$ cat config.mk
export PLATFORM = sky130hd
export DESIGN_NAME = pipe_temp_monitor
export DESIGN_NICKNAME = d
export VERILOG_FILES = /design/src/rtl/pipe_temp_monitor.sv
export SDC_FILE = /design/constraint.sdc
export NUM_CORES = 1
export LEC_CHECK = 0
export BUFFER_PORTS_ARGS = -buffer_cell sky130_fd_sc_hd__buf_2
export CAP_MARGIN = 40
export CORE_ASPECT_RATIO = 0.5
export CORE_MARGIN = 3
export CORE_UTILIZATION = 35
export CTS_CLUSTER_SIZE = 40
export DETAILED_ROUTE_END_ITERATION = 8
export REMOVE_ABC_BUFFERS = 1
export SLEW_MARGIN = 20
export SYNTH_ARGS = -nofsm -noshare
export SYNTH_HDL_FRONTEND = slang
export SYNTH_SLANG_ARGS = --single-unit
$ cat constraint.sdc
create_clock -name clk -period 1.9 [get_ports clk]
set_clock_uncertainty 0.1 [all_clocks]
set_input_delay 0.285 -clock clk [delete_from_list [all_inputs] [get_ports clk]]
set_output_delay 0.285 -clock clk [all_outputs]
set_load 0.01 [all_outputs]
$ cat src/rtl/pipe_temp_monitor.sv
// Multi-channel pipe temperature monitor: scans N_CH sensors through one muxed
// ADC every SAMPLE_TICKS minute-ticks, keeps per-channel hysteresis alarms and a
// latched shutdown that trips after PERSIST consecutive over-limit samples.
module pipe_temp_monitor #(
    parameter int unsigned N_CH         = 4,
    parameter int unsigned DATA_W       = 8,
    parameter int unsigned SAMPLE_TICKS = 16,
    parameter int unsigned SETTLE_CYC   = 3,
    parameter int unsigned ALARM_TH     = 80,
    parameter int unsigned HYST         = 5,
    parameter int unsigned SHUT_TH      = 100,
    parameter int unsigned PERSIST      = 2
) (
    input  logic                     clk,
    input  logic                     reset,
    input  logic                     tick,
    input  logic [DATA_W-1:0]        adc,
    input  logic                     shutdown_clr,
    output logic [$clog2(N_CH)-1:0]  ch_sel,
    output logic                     busy,
    output logic                     scan_done,
    output logic [N_CH*DATA_W-1:0]   temp_bus,
    output logic [N_CH-1:0]          alarm_vec,
    output logic                     alarm,
    output logic                     shutdown,
    output logic                     overrun
);

    localparam int unsigned ChW    = $clog2(N_CH);
    localparam int unsigned TickW  = (SAMPLE_TICKS > 1) ? $clog2(SAMPLE_TICKS) : 1;
    localparam int unsigned SetW   = (SETTLE_CYC > 1) ? $clog2(SETTLE_CYC) : 1;
    localparam int unsigned PerW   = $clog2(PERSIST + 1);

    localparam logic [TickW-1:0]  TickLast  = TickW'(SAMPLE_TICKS - 1);
    localparam logic [SetW-1:0]   SetLast   = SetW'(SETTLE_CYC - 1);
    localparam logic [ChW-1:0]    ChLast    = ChW'(N_CH - 1);
    localparam logic [PerW-1:0]   PerMax    = PerW'(PERSIST);
    localparam logic [DATA_W-1:0] AlarmSet  = DATA_W'(ALARM_TH);
    // Clear level computed at elaboration so it can never wrap at run time.
    localparam logic [DATA_W-1:0] AlarmClr  = DATA_W'(ALARM_TH - HYST);
    localparam logic [DATA_W-1:0] ShutLevel = DATA_W'(SHUT_TH);

    typedef enum logic [1:0] {StIdle, StSettle, StCapture, StDone} state_e;

    state_e                 state_q, state_d;
    logic [TickW-1:0]       tick_cnt_q;
    logic                   start_req;
    logic [ChW-1:0]         ch_q, ch_d;
    logic [SetW-1:0]        settle_q, settle_d;
    logic                   capture;
    logic [N_CH*DATA_W-1:0] temp_q, temp_d;
    logic [N_CH-1:0]        alarm_q, alarm_d;
    logic [PerW-1:0]        pers_q [N_CH];
    logic [PerW-1:0]        pers_d [N_CH];
    logic                   shut_q, shut_d;
    logic                   ovr_q, ovr_d;
    logic                   any_trip, all_zero;

    assign start_req = tick && (tick_cnt_q == TickLast);

    // Minute-tick counter; runs in every state and wraps on the start request.
    always_ff @(posedge clk or posedge reset) begin
        if (reset) begin
            tick_cnt_q <= '0;
        end else if (tick) begin
            tick_cnt_q <= start_req ? '0 : tick_cnt_q + TickW'(1);
        end
    end

    // Scan sequencer next state: settle each channel, capture, then pulse done.
    always_comb begin
        state_d  = state_q;
        ch_d     = ch_q;
        settle_d = settle_q;
        capture  = 1'b0;
        unique case (state_q)
            StIdle: begin
                if (start_req) begin
                    ch_d     = '0;
                    settle_d = '0;
                    state_d  = StSettle;
                end
            end
            StSettle: begin
                if (settle_q == SetLast) begin
                    state_d = StCapture;
                end else begin
                    settle_d = settle_q + SetW'(1);
                end
            end
            StCapture: begin
                capture  = 1'b1;
                settle_d = '0;
                if (ch_q == ChLast) begin
                    state_d = StDone;
                end else begin
                    ch_d    = ch_q + ChW'(1);
                    state_d = StSettle;
                end
            end
            StDone:  state_d = StIdle;
            default: state_d = StIdle;
        endcase
    end

    // Per-channel sample, hysteresis alarm, persist counter and shutdown latch.
    always_comb begin
        temp_d   = temp_q;
        alarm_d  = alarm_q;
        any_trip = 1'b0;
        all_zero = 1'b1;
        for (int k = 0; k < N_CH; k++) begin
            pers_d[k] = pers_q[k];
            if (capture && ch_q == ChW'(k)) begin
                temp_d[k*DATA_W +: DATA_W] = adc;
                if (adc > AlarmSet) begin
                    alarm_d[k] = 1'b1;
                end else if (adc <= AlarmClr) begin
                    alarm_d[k] = 1'b0;
                end
                if (adc > ShutLevel) begin
                    if (pers_q[k] != PerMax) pers_d[k] = pers_q[k] + PerW'(1);
                end else begin
                    pers_d[k] = '0;
                end
            end
            if (pers_d[k] == PerMax) any_trip = 1'b1;
            if (pers_q[k] != '0)     all_zero = 1'b0;
        end
        // Set wins over a simultaneous clear; clear only with all counters idle.
        if (any_trip) begin
            shut_d = 1'b1;
        end else if (shutdown_clr && all_zero) begin
            shut_d = 1'b0;
        end else begin
            shut_d = shut_q;
        end
        ovr_d = ovr_q | (start_req && (state_q != StIdle));
    end

    // State registers.
    always_ff @(posedge clk or posedge reset) begin
        if (reset) begin
            state_q  <= StIdle;
            ch_q     <= '0;
            settle_q <= '0;
            temp_q   <= '0;
            alarm_q  <= '0;
            shut_q   <= 1'b0;
            ovr_q    <= 1'b0;
            for (int k = 0; k < N_CH; k++) pers_q[k] <= '0;
        end else begin
            state_q  <= state_d;
            ch_q     <= ch_d;
            settle_q <= settle_d;
            temp_q   <= temp_d;
            alarm_q  <= alarm_d;
            shut_q   <= shut_d;
            ovr_q    <= ovr_d;
            for (int k = 0; k < N_CH; k++) pers_q[k] <= pers_d[k];
        end
    end

    assign ch_sel    = ch_q;
    assign busy      = (state_q != StIdle);
    assign scan_done = (state_q == StDone);
    assign temp_bus  = temp_q;
    assign alarm_vec = alarm_q;
    assign alarm     = |alarm_q;
    assign shutdown  = shut_q;
    assign overrun   = ovr_q;

endmodule
[Word-level counts from Yosys, hierarchy flattened]
Index checks and enable logic that the tools add are counted.
Word-level totals
  output and inout bits: 43
  logic and storage cells: 110
  input bits: 12
  flip-flop bits (word level): 56
Cells by class
  order comparisons: 3
  reduce and logical (&&, ||, !) cells: 26
  $add $sub $neg: 7
  bitwise operators: 1
  equal/unequal tests: 20
  multiplexer cells: 35
Operator list (count)
  2-bit 2-to-1 mux: 18
  2-bit == test (second input constant): 9
  8-bit by 7-bit > comparator with 1-bit output (second input constant): 2
  2-bit inequality test (second input constant): 8
  2-bit nonzero test: 8
  1-bit 2-to-1 mux: 13
  2-bit by 1-bit adder with 2-bit output (second input constant): 6
  2-bit AND reduction: 5
  8-bit by 7-bit <= comparator with 1-bit output (second input constant): 1
  2-bit one-hot mux with 4 select lines: 1
  1-bit logical AND: 7
  2-bit one-hot mux with 3 select lines: 1
  3-bit AND reduction: 2
  4-bit by 1-bit adder with 4-bit output (second input constant): 1
  2-bit by 1-bit == test with 1-bit output (second input constant): 2
  4-bit == test (second input constant): 1
  2-bit zero test: 2
  4-bit 2-to-1 mux: 1
  2-bit one-hot mux with 2 select lines: 1
  4-bit OR reduction: 1
  3-bit nonzero test: 1
  1-bit bitwise OR: 1

[Longest topological paths before layout]
Gate-level depths: netlist of the first run.
  depth after elaboration: 10
  mapped depth: 6
  gate-level depth less buffers: 6

[Least setup slack after synthesis of the first run]
No wires, ideal clock.
  path kind: reg-to-reg
  start: reg ch_q[0] (netlist: ch_sel[0])
  end: reg temp_q[16] (netlist: temp_bus[16])
  path slack: 0.278 ns
  stages on the path, launching flop included: 6
  clock period less this slack: 1.622 ns
  required time: 1.675 ns
  path buffers: 1
  arrival: 1.397 ns
  path through: dfrtp_1 > inv_1 > ha_1 > nand3b_4 > buf_2 > mux2_2
On the way
  cells in the longest elaborated chain, start to end: 2
RTL lines
  start: declaration: line 48  | logic [ChW-1:0] ch_q, ch_d;
  start signal: assignment: line 154  | ch_q <= ch_d;
  2-bit == test: line 114  | if (capture && ch_q == ChW'(k)) begin
  1-bit logical AND: line 114
  end signal: assignment: line 156  | temp_q <= temp_d;
  end: declaration: line 51  | logic [N_CH*DATA_W-1:0] temp_q, temp_d;
Every way passes these cells.
A chain may end at the register's enable or synchronous reset.

[Worst setup path in the final report of the first run]
  start: reg alarm_q[1] (netlist: alarm_vec[1])
  end: out alarm
On the way
  cells in the longest elaborated chain, start to end: 1
RTL lines
  start: declaration: line 52  | logic [N_CH-1:0] alarm_q, alarm_d;
  start signal: assignment: line 157  | alarm_q <= alarm_d;
  4-bit OR reduction: line 169  | assign alarm = |alarm_q;
  end: declaration: line 24  | output logic alarm,
Every way passes these cells.

==> metrics.txt, run 1 <==
Post-synth EDFFs=0; Worst Path Max Fanout=3; maxcap violations=0; highest-delay cell along the critical path=or4_1; setup TNS=0 ns; number of global-route vias before repair=1779; root buffer cell=clkbuf_16; height of the die=around 67 um; LEAKAGE=between 1.5 and 2 nW; fmax=0.573 GHz; sequential power share=0.438; number of diodes=0; RSZ-0062 raised after global routing=false; vias per cell=4.82; Synth Warn #=0; slowest stage delay, CP=around 0.53 ns; Synth Area in Simple Gates=0.110; fill cell count=approximately 670; initial antenna violation count=0; Peak VDD IR=0.590 mV; routability cong.=slightly below 0.8; Residual DRC=0; status=completed; CP Capture Type=output pin; Async SR Flop Fraction=1.00; Total GRT Usage=0.129; Tmin final=between 1.5 and 2 ns; Worst Hold Class=input port to flop; Chip Width=approximately 130 um; largest net degree at the start of global routing=57; Slew Limit Fails=0; multiplexer area fraction after synthesis=0.149; internal power=roughly 3.2 mW; FF+latch count, synth=between 50 and 60; final hold violations=0; TritonCTS Buffers=5; Detail Route Antenna Nets=0; DP Wirelength=3.77 mm; syn avg cell area=12.0 sq um; Final setup viols=0; Synth Cell Area=~2600 sq um; Unique masters post-synth=35; worst path required time=between 1.5 and 2 ns; critical path data arrival time=about 1.4 ns; Worst-Skew Late Latency=0.28 ns; Core Region=6880 sq um; die area=between 8000 and 9000 sq um; total routed wirelength=approximately 5.2 mm; FP Rows=21; Compound-Gate Fraction of Synth Area=0.0966; Worst-Margin Slew=0.326 ns; Slew headroom=0.782; crit start category=flop; DR vias=approximately 1800; Clock Path Buffers=2; share of cells above drive strength 1=0.387; Crit Path Category=flop to output pin; WL per Instance=between 10 and 15 um; synthesized-area fraction occupied by adder cells=0.0488; Sw Pwr=1.74 mW; CTS tree=built; largest family of logic cells by synthesized area=multiplexers; Clock power frac=0.182; clk sinks=56; global route overflow=0; period utilisation layout=0.918; ys flop type=dfrtp_1; Area Growth Syn to Fin=20.6%; R2R Setup Slk=0.20 ns; CTS H-tree depth=2; Sw Ratio=0.353; IO buf count=54; sequential area share after synthesis=0.547; DR pass1 iterations=4; crit-path cells=or4_1 > buf_2; Initial Util=0.372; combinational power share=0.380; Synth Area in XOR/XNOR=0.00342; final net count=295; Pwr Density=between 1500 and 2000 nW/um^2; Post-Route Utilization=0.449; synthesized instance count=about 210; Iter 0 DRT Violations=62; global-route wire length before repair=~8.6 mm; Worst-path clk slew=~0.070 ns; IO Count=55
-- kinds of logic (layout without fill, tap and decap cells) --
kind of cell             after synthesis  in the layout
AND/OR/NAND/NOR                       48             48
adder cells (fa/ha/maj)               10             10
multiplexers                          34             34
buffers and inverters                 24             84
AO/OA/AOI/OAI                         41             41
XOR/XNOR                               1              1
flip-flops                            56             56
-- power by group through the flow --
| stage | combinational, mW | sequential (mW) | clock, mW |
|---|---|---|---|
| 6_report | 1.87 | 2.15 | 0.898 |
| 4_1_cts | 1.90 | 2.16 | 0.925 |
| 5_1_grt | 2.08 | 2.24 | 0.983 |
| 2_1_floorplan | 0.997 | 2.32 | 0 |
| 3_3_place_gp | 1.83 | 2.15 | 0 |
| 3_5_place_dp | 1.90 | 2.18 | 0 |
-- registers in the layout, summed over array words and instances, names as in the netlist --
signal / cells
alarm_vec: 4
shutdown: 1
temp_bus: 32
state_q: 2
settle_q: 2
pers_q: 8
ch_sel: 2
overrun: 1
tick_cnt_q: 4
-- Yosys cell counts, drive strengths merged (2+ instances only) --
| library cell | number | area [sq um] |
|---|---|---|
| a21o | 2 | 16.3 |
| a21oi | 6 | 33.8 |
| a31oi | 2 | 12.5 |
| buf | 6 | 48.8 |
| dfrtp | 56 | 1400 |
| ha | 10 | 125 |
| inv | 18 | 67.6 |
| mux2 | 33 | 372 |
| nand2 | 21 | 78.8 |
| nand3 | 2 | 10.0 |
| nand3b | 4 | 80.1 |
| nand4 | 2 | 12.5 |
| nor2 | 9 | 33.8 |
| nor3 | 4 | 25.0 |
| nor3b | 3 | 22.5 |
| o21ai | 22 | 110 |
-- timing repair --
action	in CTS	in global routing
resized for setup	0	1
hold buffers	1	0
endpoints found under the setup margin	0	1
endpoints found under the hold margin	56	0
buffers inserted	0	0
-- cell type report --
type / count / area (sq um) / share of cell area
repair buffers: 58 / 315 / 0.102
well taps: 92 / 115 / 0.0372
clock inverters: 2 / 16.3 / 0.00526
flip-flops and latches: 56 / 1400 / 0.454
multi-input cells: 134 / 1050 / 0.338
clock buffers: 6 / 129 / 0.0417
inverters: 18 / 67.6 / 0.0219
-- per-stage QoR --
step | total power [mW] | cells | instance area [sq um] | worst slack, ns | hold WS [ns]
after floorplan | 3.31 | 208 | 2510 | 0.144 | 0.278
after global placement | 3.98 | 357 | 2940 | 0.263 | 0.259
after detailed placement | 4.08 | 357 | 2940 | 0.205 | 0.262
after CTS | 4.99 | 366 | 3090 | 0.0839 | 0.162
after global routing | 5.30 | 366 | 3090 | 0.0546 | 0.174
final | 4.92 | 366 | 3090 | 0.156 | 0.164
-- worst max-delay path, delay by kind of cell, from the launching register on --
family	cells	cell delay, ns
DFF	1	0.39
and+or+nand+nor	1	0.53
buffers and inverters	1	0.16
-- path summary, 6_finish.rpt --
check,start,to,depth (start not counted)
worst max register to register,ch_sel[0]$_DFFE_PP0P_,shutdown$_DFFE_PP0P_,4
worst max-delay path,alarm_vec[1]$_DFFE_PP0P_,alarm,2
worst min-delay path,tick,tick_cnt_q[0]$_DFFE_PP0P_,2
worst min register to register,overrun$_DFF_PP0_,overrun$_DFF_PP0_,1
min in group asynchronous,reset,tick_cnt_q[0]$_DFFE_PP0P_,4
max in group asynchronous,reset,temp_bus[29]$_DFFE_PP0P_,4
-- layout by cell type, fill, tap and decap left out, drive strengths merged --
cell | Yosys | layout
o21ai | 22 | 22
clkinv | 0 | 1
clkbuf | 0 | 6
inv | 18 | 18
a21o | 2 | 2
nor3 | 4 | 4
ha | 10 | 10
nand4 | 2 | 2
nand3 | 2 | 2
mux2i | 1 | 1
clkinvlp | 0 | 1
a31oi | 2 | 2
nand2b | 1 | 1
a21oi | 6 | 6
o2111ai | 1 | 1
buf | 6 | 57
a21boi | 1 | 1
dfrtp | 56 | 56
xnor2 | 1 | 1
a22oi | 1 | 1
a211o | 1 | 1
o31ai | 1 | 1
o21bai | 1 | 1
nor2 | 9 | 9
nand2 | 21 | 21
mux2 | 33 | 33
and3 | 1 | 1
nor3b | 3 | 3
dlygate4sd3 | 0 | 1
or4 | 1 | 1
nand3b | 4 | 4
o41ai | 1 | 1
a222oi | 1 | 1
a22o | 1 | 1
-- layer usage --
layer | GRT usage | vias up | share of wire
met2 | 0.225 | 18 | 0.50
met1 | 0.164 | 879 | 0.47
met4 | 0.0321 | 0 | 0.0060
met5 | 0 | - | 0
li1 | - | 864 | -
met3 | 0.0288 | 2 | 0.025
(Power assumes the default switching activity.)
==> inputs of run 2 (changes only) <==
--- a/config.mk
+++ b/config.mk
@@ -5,6 +5,7 @@
 export SDC_FILE = /design/constraint.sdc
 export NUM_CORES = 1
 export LEC_CHECK = 0
+export ABC_AREA = 1
 export BUFFER_PORTS_ARGS = -buffer_cell sky130_fd_sc_hd__buf_2
 export CAP_MARGIN = 40
 export CORE_ASPECT_RATIO = 0.5
==> run 2 against run 1 <==
  * Register-to-register slack about the same
  * Cell count increased by 18%
  * Global-route usage increased by 0.56 points
  * Cell area increased by 0.73%
  * Via count increased by 12%
  * Worst setup slack improved by 0.033 ns
  * Clock power increased by 20%
  * Fmax increased by 1.9%
  * Synthesized cell count increased by 32%
  * Critical path type unchanged
  * Highest routed layer unchanged
==> metrics.txt, run 2 <==
area leader, netlist=dfrtp_1; Peak VDD IR=between 0.4 and 0.5 mV; Unique masters post-synth=29; Sw Pwr=1.44 mW; number of diodes=0; Final setup viols=0; internal power=2.77 mW; initial antenna violation count=0; final net count=approximately 360; setup repair bufs after CTS=0; number of global-route vias before repair=a little under 2000; Iter 0 DRT Violations=~130; vias per cell=roughly 4.5; crit start category=flop; worst path required time=around 1.5 ns; Worst Setup EP=alarm; most common cell after layout, fill and taps aside=nand2_1; R2R Setup Slk=~0.20 ns; combinational power share=0.307; maxcap violations=0; max reg flops=32; Worst-Skew Late Latency=0.29 ns; Pwr Density=~1400 nW/um^2; fill cell count=approximately 680; DR vias=between 1500 and 2000; critical path data arrival time=roughly 1.3 ns; synthesized instance count=283; total routed wirelength=5.42 mm; Sw Ratio=0.342; Synth Warn #=0; M1 WL=approximately 2.7 mm; global-route wire length before repair=a little over 9 mm; Slew headroom=0.725; Synth Cell Area=between 2000 and 3000 sq um; Residual DRC=0; cts repair resizes=0; setup TNS=0 ns; sequential power share=0.437; period utilisation layout=0.900; dpl cells=424; Area Growth Syn to Fin=20.5%; metal3 WL=approximately 210 um; Async SR Flop Fraction=1.00; RSZ-0062 raised after global routing=false; Worst-path clk slew=approximately 0.080 ns; Worst Hold Depth=2; global route overflow=0; Slew Limit Fails=0; status=completed; Post-synth EDFFs=0; Post-synth top cells=nand2_1, dfrtp_1, o21ai_0, inv_1; Critical Path Start=alarm_vec[1]$_DFFE_PP0P_; Worst Hold Class=input port to flop; LEAKAGE=1.60 nW; largest net degree at the start of global routing=27; FP Rows=21; Register-to-Register Path Depth=12; root buffer cell=clkbuf_16; height of the die=between 60 and 70 um; final std cells w/o fill=roughly 430; RR Endpoint=shutdown$_DFFE_PP0P_; Initial Util=0.374; commonest cells after routing, fill and taps aside=nand2_1, dfrtp_1, buf_2; TritonCTS Buffers=5; FF-to-FF Start=ch_sel[0]$_DFFE_PP0P_; FF+latch count, synth=56; total length of routed met2 wires=between 2 and 2.5 mm; Core Region=6910 sq um; Chip Width=128 um; clk sinks=between 50 and 60; IO Count=55; Detail Route Antenna Nets=0; Tmin final=about 1.7 ns; CP Capture Type=output pin; uppermost layer routed=met4; most numerous cell in the Yosys netlist=nand2_1; ranking of synthesized cells by area=dfrtp_1, nand2_1, o21ai_0; DP Wirelength=slightly above 4 mm; IO buf count=54; syn avg cell area=a little over 9 sq um; share of cells above drive strength 1=0.287; Post-CTS Hold Buffers=1; fmax=slightly below 0.6 GHz; ys flop type=dfrtp_1; Crit Path Category=flop to output pin; CTS H-tree depth=2; Total GRT Usage=0.134; WL per Instance=~13 um; DR pass1 iterations=4; Clock Path Buffers=2; die area=roughly 8500 sq um; sequential area share after synthesis=0.542; routability cong.=0.796; Clock power frac=0.257; Worst-Margin Slew=a little over 0.4 ns; final hold violations=0; Worst Path Max Fanout=3; CTS tree=built; Yosys top cell area share=0.542
run 2: kinds of logic (layout without fill, tap and decap cells):
logic type,Yosys count,in the layout,synth area share
xor+xnor,1,1,0.00339
mux,1,1,0.00436
flops,56,56,0.542
fa+ha+maj,10,10,0.0484
simple gates,109,109,0.199
buf+inv,50,108,0.0862
compound gates,56,56,0.116
run 2: how the worst min path moves through the flow:
stage           from                        end  slack (ns)
6_report        tick  tick_cnt_q[0]$_DFFE_PP0P_        0.16
5_1_grt         tick  tick_cnt_q[0]$_DFFE_PP0P_        0.18
4_1_cts         tick  tick_cnt_q[0]$_DFFE_PP0P_        0.15
3_5_place_dp   reset   temp_bus[25]$_DFFE_PP0P_        0.08
3_3_place_gp   reset    temp_bus[9]$_DFFE_PP0N_        0.07
2_1_floorplan   tick  tick_cnt_q[0]$_DFFE_PP0P_        0.27
run 2: per-layer routing:
layer | global-route usage | vias up
met5 | 0 | -
met4 | 0.0267 | 0
met1 | 0.183 | 924
li1 | - | 1008
met2 | 0.221 | 30
met3 | 0.0312 | 6
run 2: power groups by stage:
stage	clock, mW	combinational, mW	sequential (mW)
after detailed placement	0	1.31	1.86
after global routing	1.15	1.49	1.89
after global placement	0	1.27	1.84
final	1.08	1.29	1.84
after CTS	1.10	1.31	1.84
after floorplan	0	0.720	1.94
run 2: per-stage QoR:
stage	instance area (sq um)	hold WS (ns)	power [mW]	util	worst slack (ns)
after floorplan	2520	0.275	2.66	-	0.144
after global placement	2930	0.0689	3.11	0.424	0.298
after detailed placement	2930	0.0753	3.17	0.424	0.219
after CTS	3110	0.153	4.26	0.451	0.177
after global routing	3110	0.176	4.53	0.451	0.00110
final	3110	0.156	4.21	0.451	0.189
run 2: worst max-delay path: stages (launching register included):
cell	delay, ns
dfrtp_1	0.39
or4_1	0.50
buf_2	0.15
run 2: area by class of cell:
type | count | area [sq um] | area share
inverters | 42 | 158 | 0.0506
well taps | 92 | 115 | 0.0370
multi-input cells | 177 | 960 | 0.308
repair buffers | 58 | 303 | 0.0972
clock buffers | 6 | 139 | 0.0446
flip-flops and latches | 56 | 1400 | 0.450
clock inverters | 2 | 38.8 | 0.0125
==> inputs of run 3 (changes only) <==
--- a/config.mk
+++ b/config.mk
@@ -5,14 +5,18 @@
 export SDC_FILE = /design/constraint.sdc
 export NUM_CORES = 1
 export LEC_CHECK = 0
-export ABC_AREA = 1
+export ABC_AREA = 0
 export BUFFER_PORTS_ARGS = -buffer_cell sky130_fd_sc_hd__buf_2
 export CAP_MARGIN = 40
+export CELL_PAD_IN_SITES_DETAIL_PLACEMENT = 0
+export CELL_PAD_IN_SITES_GLOBAL_PLACEMENT = 1
 export CORE_ASPECT_RATIO = 0.5
 export CORE_MARGIN = 3
 export CORE_UTILIZATION = 35
 export CTS_CLUSTER_SIZE = 40
 export DETAILED_ROUTE_END_ITERATION = 8
+export GPL_TIMING_DRIVEN = 0
+export PLACE_DENSITY_LB_ADDON = 0.1
 export REMOVE_ABC_BUFFERS = 1
 export SLEW_MARGIN = 20
 export SYNTH_ARGS = -nofsm -noshare
==> run 3 against run 2 <==
  * Clock-buffer cell count is 2 higher
  * Sequential share of layout area is 0.98 points higher
  * Hold slack worse by 0.14 ns
  * Cell count is 16% lower
  * First-iteration DRC count is 41% lower
  * Critical path depth stayed put
  * Utilization is 0.75 points lower
  * Combinational power is 42% higher
  * Critical path type unchanged
==> metrics.txt, run 3 (synthesized netlist as in run 1, its figures left out) <==
status=completed; RSZ-0062 raised after global routing=false; number of global-route vias before repair=around 1800; commonest cells after routing, fill and taps aside=dfrtp_1, buf_2, mux2_2; CTS tree=built; maxcap violations=0; routability cong.=0.708; height of the die=66.5 um; Slew headroom=0.542; share of cells above drive strength 1=0.378; Worst-path clk slew=about 0.07 ns; critical path data arrival time=1.39 ns; area of the multi-input gates=~1000 sq um; Residual DRC=0; crit start category=flop; Detail Route Antenna Nets=0; Total GRT Usage=0.135; root buffer cell=clkbuf_16; highest-delay cell along the critical path=or4_1; FF-to-FF Start=ch_sel[0]$_DFFE_PP0P_; Slew Limit Fails=0; Worst Hold Class=input port to async pin; fill cell count=669; IO buf count=54; largest net degree at the start of global routing=57; CTS H-tree depth=2; final hold violations=0; Initial Util=0.372; slowest stage delay, CP=between 0.5 and 0.6 ns; global route overflow=0; LEAKAGE=roughly 1.5 nW; TritonCTS Buffers=5; DR vias=roughly 1800; Iter 0 DRT Violations=74; Worst-Margin Slew=0.687 ns; Final setup viols=0; Core Region=6880 sq um; Clock Path Buffers=2; period utilisation layout=0.933; initial antenna violation count=0; Pwr Density=around 1600 nW/um^2; dpl cells=354; setup TNS=0 ns; Peak VDD IR=between 0.5 and 0.6 mV; Worst Path Max Fanout=3; DP Wirelength=between 3 and 4 mm; die area=8450 sq um; WL per Instance=between 10 and 15 um; Tmin final=1.77 ns; DR pass1 iterations=4; vias per cell=4.85; CP bufs+invs=1; final std cells w/o fill=362; worst path required time=approximately 1.5 ns; max reg flops=32; FP Rows=21; Area Growth Syn to Fin=19.0%; number of diodes=0; total routed wirelength=5.17 mm; Chip Width=between 100 and 150 um; Critical Path Start=alarm_vec[1]$_DFFE_PP0P_; family with the most delay on the worst path=simple AND/OR/NAND/NOR gates; clk sinks=56; IO Count=55; most common cell after layout, fill and taps aside=dfrtp_1; Worst-Skew Late Latency=between 0.2 and 0.3 ns; final net count=291; CP Capture Type=output pin; fmax=around 0.56 GHz; Crit Path Category=flop to output pin; Register Area=~1400 sq um; crit-path cells=or4_1 > buf_2; global-route wire length before repair=slightly below 9 mm; Post-CTS Hold Buffers=0
run 3: layer usage:
layer / vias to the layer above / routed length [um] / track usage / share of wire
li1: 858 / - / - / -
met1: 864 / 2480 / 0.172 / 0.48
met2: 24 / 2420 / 0.228 / 0.47
met3: 8 / 212 / 0.0400 / 0.041
met4: 0 / 55 / 0.0361 / 0.011
met5: - / 0 / 0 / 0
run 3: per-stage QoR:
stage	util	total power [mW]	setup WS, ns	instance area, sq um	hold slack (ns)
2_1_floorplan	-	3.31	0.144	2510	0.278
3_3_place_gp	0.421	3.97	-0.592	2900	0.358
3_5_place_dp	0.422	4.04	0.134	2900	0.354
4_1_cts	0.443	4.98	0.0621	3050	0.0418
5_1_grt	0.443	5.32	0.0223	3050	0.0767
6_report	0.443	4.90	0.128	3050	0.0130
run 3: final cells by class:
cell class,instances,share of cell area
Timing Repair Buffer,54,0.0886
Sequential cell,56,0.460
Tap cell,92,0.0377
Inverter,18,0.0230
Multi-Input combinational cell,134,0.343
Clock buffer,8,0.0480
run 3: path summary, 6_finish.rpt:
kind,to,slack (ns),cells past startpoint
worst max-delay path,alarm,0.13,2
worst max register to register,shutdown$_DFFE_PP0P_,0.19,4
min in group clk,tick_cnt_q[0]$_DFFE_PP0P_,0.17,2
max in group asynchronous,state_q[1]$_DFFE_PP0P_,1.21,2
worst min-delay path,temp_bus[20]$_DFFE_PP0P_,0.01,2
worst min register to register,overrun$_DFF_PP0_,0.38,1
run 3: timing repair:
action / 4_1_cts / 5_1_grt
buffers inserted: 0 / 0
endpoints found under the setup margin: 0 / 2
gates resized for setup: 0 / 1
run 3: power breakdown:
| part | total (mW) | switching (mW) | internal (mW) |
|---|---|---|---|
| combinational | 1.83 | 0.909 | 0.920 |
| sequential | 2.14 | 0.377 | 1.76 |
| clock | 0.929 | 0.402 | 0.527 |
| total | 4.90 | 1.69 | 3.21 |
